--- src/rtl/fifo_mem_prog_if.sv ---
`default_nettype none
// ============================================================================
//  Module   : fifo_mem_prog_if
//  Brief    : Producer/consumer and status bundle for fifo_mem_prog.
//  Revision : 1.0 - initial release
// ============================================================================
interface fifo_mem_prog_if #(
    parameter int DATA_WIDTH = 16,
    parameter int DEPTH      = 16
);
    localparam int CNT_W = $clog2(DEPTH) + 1;

    logic                  trans_write;
    logic [DATA_WIDTH-1:0] data_in;
    logic                  trans_read;
    logic [DATA_WIDTH-1:0] data_out;
    logic [CNT_W-1:0]      thresh_level;
    logic                  clr_err;
    logic [CNT_W-1:0]      fill_count;
    logic                  full_ind;
    logic                  empty_ind;
    logic                  overflow_ind;
    logic                  underflow_ind;
    logic                  threshold_ind;

    modport master (
        output trans_write, data_in, trans_read, thresh_level, clr_err,
        input  data_out, fill_count, full_ind, empty_ind,
               overflow_ind, underflow_ind, threshold_ind
    );

    modport slave (
        input  trans_write, data_in, trans_read, thresh_level, clr_err,
        output data_out, fill_count, full_ind, empty_ind,
               overflow_ind, underflow_ind, threshold_ind
    );
endinterface
`default_nettype wire

--- src/rtl/fifo_mem_prog.sv ---
`default_nettype none
// ============================================================================
//  Module   : fifo_mem_prog
//  Brief    : Single-clock FIFO with optional FWFT read, occupancy count,
//             programmable threshold and software-clearable sticky errors.
//  Revision : 1.0 - initial release
// ============================================================================
module fifo_mem_prog #(
    parameter int DATA_WIDTH = 16,
    parameter int DEPTH      = 16,
    parameter int FWFT       = 0
) (
    input  wire logic        clk,
    input  wire logic        areset_b,
    fifo_mem_prog_if.slave   bus
);
    localparam int CNT_W = $clog2(DEPTH) + 1;
    localparam int PTR_W = $clog2(DEPTH);

    localparam logic [PTR_W-1:0] c_PTR_ONE = PTR_W'(1);
    localparam logic [CNT_W-1:0] c_CNT_ONE = CNT_W'(1);
    localparam logic [CNT_W-1:0] c_CNT_MAX = CNT_W'(DEPTH);

    logic [DATA_WIDTH-1:0] r_mem [DEPTH];
    logic [PTR_W-1:0]      r_wr_ptr;
    logic [PTR_W-1:0]      r_rd_ptr;
    logic [CNT_W-1:0]      r_count;
    logic                  r_full;
    logic                  r_empty;
    logic                  r_ovf;
    logic                  r_unf;

    logic                  w_rd_acc;
    logic                  w_wr_acc;
    logic                  w_wr_rej;
    logic                  w_rd_rej;
    logic [CNT_W-1:0]      w_count_nxt;

    // A read at full frees the slot the same-cycle write lands in; a write
    // into an empty FIFO never makes a same-cycle read legal.
    always_comb begin
        w_rd_acc    = bus.trans_read & ~r_empty;
        w_wr_acc    = bus.trans_write & (~r_full | w_rd_acc);
        w_wr_rej    = bus.trans_write & ~w_wr_acc;
        w_rd_rej    = bus.trans_read & ~w_rd_acc;
        w_count_nxt = r_count;
        case ({w_wr_acc, w_rd_acc})
            2'b10:   w_count_nxt = r_count + c_CNT_ONE;
            2'b01:   w_count_nxt = r_count - c_CNT_ONE;
            default: w_count_nxt = r_count;
        endcase
    end

    always_ff @(posedge clk or negedge areset_b) begin
        if (!areset_b) begin
            r_wr_ptr <= '0;
            r_rd_ptr <= '0;
            r_count  <= '0;
            r_full   <= 1'b0;
            r_empty  <= 1'b1;
            r_ovf    <= 1'b0;
            r_unf    <= 1'b0;
        end else begin
            if (w_wr_acc) begin
                r_wr_ptr <= r_wr_ptr + c_PTR_ONE;
            end
            if (w_rd_acc) begin
                r_rd_ptr <= r_rd_ptr + c_PTR_ONE;
            end
            r_count <= w_count_nxt;
            r_full  <= (w_count_nxt == c_CNT_MAX);
            r_empty <= (w_count_nxt == '0);
            // A fresh error outranks a clear in the same cycle.
            r_ovf   <= (r_ovf & ~bus.clr_err) | w_wr_rej;
            r_unf   <= (r_unf & ~bus.clr_err) | w_rd_rej;
        end
    end

    // Storage carries no reset; the pointers alone define valid contents.
    always_ff @(posedge clk) begin
        if (w_wr_acc) begin
            r_mem[r_wr_ptr] <= bus.data_in;
        end
    end

    generate
        if (FWFT != 0) begin : g_fwft
            assign bus.data_out = r_mem[r_rd_ptr];
        end else begin : g_registered
            logic [DATA_WIDTH-1:0] r_data_out;

            always_ff @(posedge clk or negedge areset_b) begin
                if (!areset_b) begin
                    r_data_out <= '0;
                end else if (w_rd_acc) begin
                    r_data_out <= r_mem[r_rd_ptr];
                end
            end

            assign bus.data_out = r_data_out;
        end
    endgenerate

    assign bus.fill_count    = r_count;
    assign bus.full_ind      = r_full;
    assign bus.empty_ind     = r_empty;
    assign bus.overflow_ind  = r_ovf;
    assign bus.underflow_ind = r_unf;
    assign bus.threshold_ind = (r_count >= bus.thresh_level);

endmodule
`default_nettype wire

--- src/flat_wrapper.sv ---
// flat-port wrapper written by rule: the top's interface ports become plain ports
module fifo_mem_prog_flat 
#(
    parameter int DATA_WIDTH = 16,
    parameter int DEPTH      = 16,
    parameter int FWFT       = 0
)
  (clk, areset_b, bus_trans_write, bus_data_in, bus_trans_read, bus_thresh_level, bus_clr_err, bus_data_out, bus_fill_count, bus_full_ind, bus_empty_ind, bus_overflow_ind, bus_underflow_ind, bus_threshold_ind);
  fifo_mem_prog_if #(.DATA_WIDTH(DATA_WIDTH), .DEPTH(DEPTH)) bus_i ();
  input  wire logic clk;
  input  wire logic areset_b;
  input wire logic [$bits(bus_i.trans_write)-1:0] bus_trans_write;
  input wire logic [$bits(bus_i.data_in)-1:0] bus_data_in;
  input wire logic [$bits(bus_i.trans_read)-1:0] bus_trans_read;
  input wire logic [$bits(bus_i.thresh_level)-1:0] bus_thresh_level;
  input wire logic [$bits(bus_i.clr_err)-1:0] bus_clr_err;
  output wire logic [$bits(bus_i.data_out)-1:0] bus_data_out;
  output wire logic [$bits(bus_i.fill_count)-1:0] bus_fill_count;
  output wire logic [$bits(bus_i.full_ind)-1:0] bus_full_ind;
  output wire logic [$bits(bus_i.empty_ind)-1:0] bus_empty_ind;
  output wire logic [$bits(bus_i.overflow_ind)-1:0] bus_overflow_ind;
  output wire logic [$bits(bus_i.underflow_ind)-1:0] bus_underflow_ind;
  output wire logic [$bits(bus_i.threshold_ind)-1:0] bus_threshold_ind;
  assign bus_i.trans_write = bus_trans_write;
  assign bus_i.data_in = bus_data_in;
  assign bus_i.trans_read = bus_trans_read;
  assign bus_i.thresh_level = bus_thresh_level;
  assign bus_i.clr_err = bus_clr_err;
  assign bus_data_out = bus_i.data_out;
  assign bus_fill_count = bus_i.fill_count;
  assign bus_full_ind = bus_i.full_ind;
  assign bus_empty_ind = bus_i.empty_ind;
  assign bus_overflow_ind = bus_i.overflow_ind;
  assign bus_underflow_ind = bus_i.underflow_ind;
  assign bus_threshold_ind = bus_i.threshold_ind;
  fifo_mem_prog #(.DATA_WIDTH(DATA_WIDTH), .DEPTH(DEPTH), .FWFT(FWFT)) u_core (.clk(clk), .areset_b(areset_b), .bus(bus_i));
endmodule
--- config.mk ---
export PLATFORM = sky130hd
export DESIGN_NAME = fifo_mem_prog_flat
export DESIGN_NICKNAME = d
export VERILOG_FILES = /design/src/rtl/fifo_mem_prog_if.sv /design/src/rtl/fifo_mem_prog.sv /design/src/flat_wrapper.sv
export SDC_FILE = /design/constraint.sdc
export NUM_CORES = 1
export LEC_CHECK = 0
export CAP_MARGIN = 10
export CORE_ASPECT_RATIO = 0.7
export CORE_MARGIN = 3
export CORE_UTILIZATION = 30
export CTS_CLUSTER_DIAMETER = 100
export DETAILED_ROUTE_END_ITERATION = 10
export GPL_TIMING_DRIVEN = 1
export PLACE_DENSITY_LB_ADDON = 0.1
export SYNTH_ARGS = -nofsm -noshare
export SYNTH_HDL_FRONTEND = slang
export SYNTH_SLANG_ARGS = --single-unit
--- constraint.sdc ---
create_clock -name clk -period 2.7 [get_ports clk]
set_input_delay 0.54 -clock clk [delete_from_list [all_inputs] [get_ports clk]]
set_output_delay 0.54 -clock clk [all_outputs]
set_load 0.05 [all_outputs]
==> metrics.txt <==
syn avg cell area ~20 um^2; syn nets 599; drt wl/cell 23.1 um; critical path class flip-flop to output pin; status finished, final reports clean; Critical Path AT about 2100 ps; Clock Latency Late Sink about 570 ps; Fillers around 3,400; Worst-path clk slew 70 ps; Final period util approximately 97%; register bit total from synthesis between 200 and 300; final core utilization between 30% and 40%; ys async rst share between 10% and 20%; Pre-antenna DRT Iters 4; root buf cell clkbuf_16; count leader, synth edfxtp_1; global-route wire length before repair around 41 mm; Worst Hold Class input pin to async pin; drc violations 0; CTS tree done; antenna violation net count after detailed routing 0; CTS H-Tree Depth 1; vias per cell about 4.8; GRT Util Overall 13.8%; vias in the first global route slightly above 6,000; library cells used by synthesis 38; Worst-Margin Slew approximately 690 ps; RePlAce Congestion between 0.6 and 0.7; fmax between 300 and 400 MHz; placed insts 1,117; TritonCTS Buffers 30; Cell Rows 59; Reg area around 8500 um^2; RSZ-0062 raised after global routing no; Multi-input gate area between 2000 and 3000 um^2; Pleak around 0.0046 uW; top cells by count, synth 256 x edfxtp_1, 64 x mux4_2, 32 x dfrtp_1; Initial Util 30.6%; dpl ws -394 ps; Max Cap Viol 0; Crit. End Element output pin; full die area about 40,000 um^2; floorplan core area around 37,000 um^2; worst-path fanout max 10; fin worst setup slack about 85 ps; Final min period approximately 2600 ps; die height approximately 170 um; initial DRC count just under 400; via count 5,593; share of cells above drive strength 1 about 28%; Synth area leader edfxtp_1; required time worst endpoint between 2000 and 2500 ps; R2R Setup Slk around 290 ps; Final Hold Vio Count 0; sequential share of the synthesized area about 75%; die width 239 um; Rel. slew slack 54.1%; number of flops mapped to enable cells by yosys 256; largest net degree at the start of global routing 50; total power about 15,000 uW; port buffer count 51; Num Clock Sinks between 200 and 300; Final #Nets approximately 700; maximum VDD drop ~0.73 mV; Clock Path Buffers 3; crit path launch type flip-flop; post-route cell area around 14,000 um^2; fin cells 1,173; antenna violations before repair 0; Area growth syn-to-layout 21.4%; share of the synthesized area in the top cell type between 60% and 70%; Inserted Diodes 0; Primary FF master, synth edfxtp_1; dpl hpwl 16.9 mm; Setup Skew approximately 19 ps; GR Overflow Total 0; Synth area leaders edfxtp_1 67%, mux4_2 13%, dfrtp_1 7.0%; Top Ports 52; Final Max Tran Viols 0; final setup fails 0; Power Dens Cells ~1100 nW/um^2; Post-Synthesis Cells 560; Synth Warn # 0; cell area after synthesis approximately 11,000 um^2; WL final 27.0 mm; dpl cell area 12,900 um^2; post-cts hold buffer count 0
==> logic make-up after synthesis <==
group	Yosys count	synth area share [%]
DFF	289	74.7
muxes	99	15.9
and+or+nand+nor	52	2.55
AOI/OAI and AO/OA	50	2.72
buffers and inverters	46	1.84
adders and majority gates	13	1.43
xor gates and xnor gates	11	0.845
==> power breakdown <==
group          leakage (uW)  switching (uW)  internal [uW]
clock network      0.000463            1700           2270
logic               0.00143            2670           2230
registers           0.00269             425           5510
total               0.00459            4800          10000
==> metal layers <==
layer / track usage (%) / part of all wire, % / vias to the layer above
met1: 19.7 / 48 / 2965
met4: 2.68 / 1.8 / 0
li1: - / - / 2497
met3: 2.46 / 3.6 / 44
met5: 0 / 0 / -
met2: 22.2 / 47 / 87
==> worst max-delay path, cell delays in order (launching register included) <==
cell and delay (ps):
dfrtp_1 570, ha_1 300, a21oi_1 130, nor2b_1 60, o21ai_0 190, a21oi_2 80, buf_4 190
==> cell type report <==
type | count | share of cell area, %
clock inverters | 15 | 0.751
well taps | 488 | 4.41
clock buffers | 40 | 6.07
multi-input cells | 225 | 19.4
inverters | 12 | 0.326
repair buffers | 104 | 7.42
flip-flops and latches | 289 | 61.6
==> final timing paths <==
path / from / to / cells past startpoint
setup / recovery: u_core.bus.fill_count[1] / bus_threshold_ind / 6
hold / removal: areset_b / u_core.r_wr_ptr[1] / 1
setup reg to reg: u_core.bus.empty_ind / u_core.bus.full_ind / 11
hold reg to reg: u_core.r_rd_ptr[1] / u_core.r_rd_ptr[1] / 2
max in group asynchronous: areset_b / u_core.r_rd_ptr[3] / 2
min in group clk: u_core.r_rd_ptr[1] / u_core.r_rd_ptr[1] / 2
==> stage by stage <==
stage | hold WS (ps) | setup TNS (ps)
floorplan | 244 | -9.52
global placement | 517 | -2340
detailed placement | 524 | -1210
CTS | 16.6 | 0
global route | 41.5 | 0
finish | 7.94 | 0
==> flip-flops by register name, summed over array words and instances, names as in the netlist <==
register and flops:
u_core.bus.empty_ind 1, u_core.r_rd_ptr 4, u_core.bus.full_ind 1, u_core.bus.data_out 16, u_core.r_wr_ptr 4, u_core.r_mem 256
u_core.bus.underflow_ind 1, u_core.bus.overflow_ind 1, u_core.bus.fill_count 5
==> what timing repair did <==
item | 4_1_cts | 5_1_grt
gates resized for setup | 1 | 1
endpoints found under the setup margin | 1 | 2
setup buffers | 1 | 0
==> placed cells by master, fill, tap and decap left out, types with 4 or more instances in the layout <==
cell type	instances
edfxtp_1	256
mux4_2	64
clkdlybuf4s50_1	49
buf_4	44
clkbuf_16	31
dfrtp_1	28
mux2_2	18
mux2i_1	17
o22ai_1	16
a31oi_1	16
ha_1	13
and2_1	12
inv_1	11
nor2_1	10
buf_12	10
xnor2_1	9
nand2_1	9
clkinv_2	7
o21ai_0	6
clkbuf_1	6
a21oi_1	4
and4_1	4
clkinv_1	4
Power figures use the tool's default switching activity.
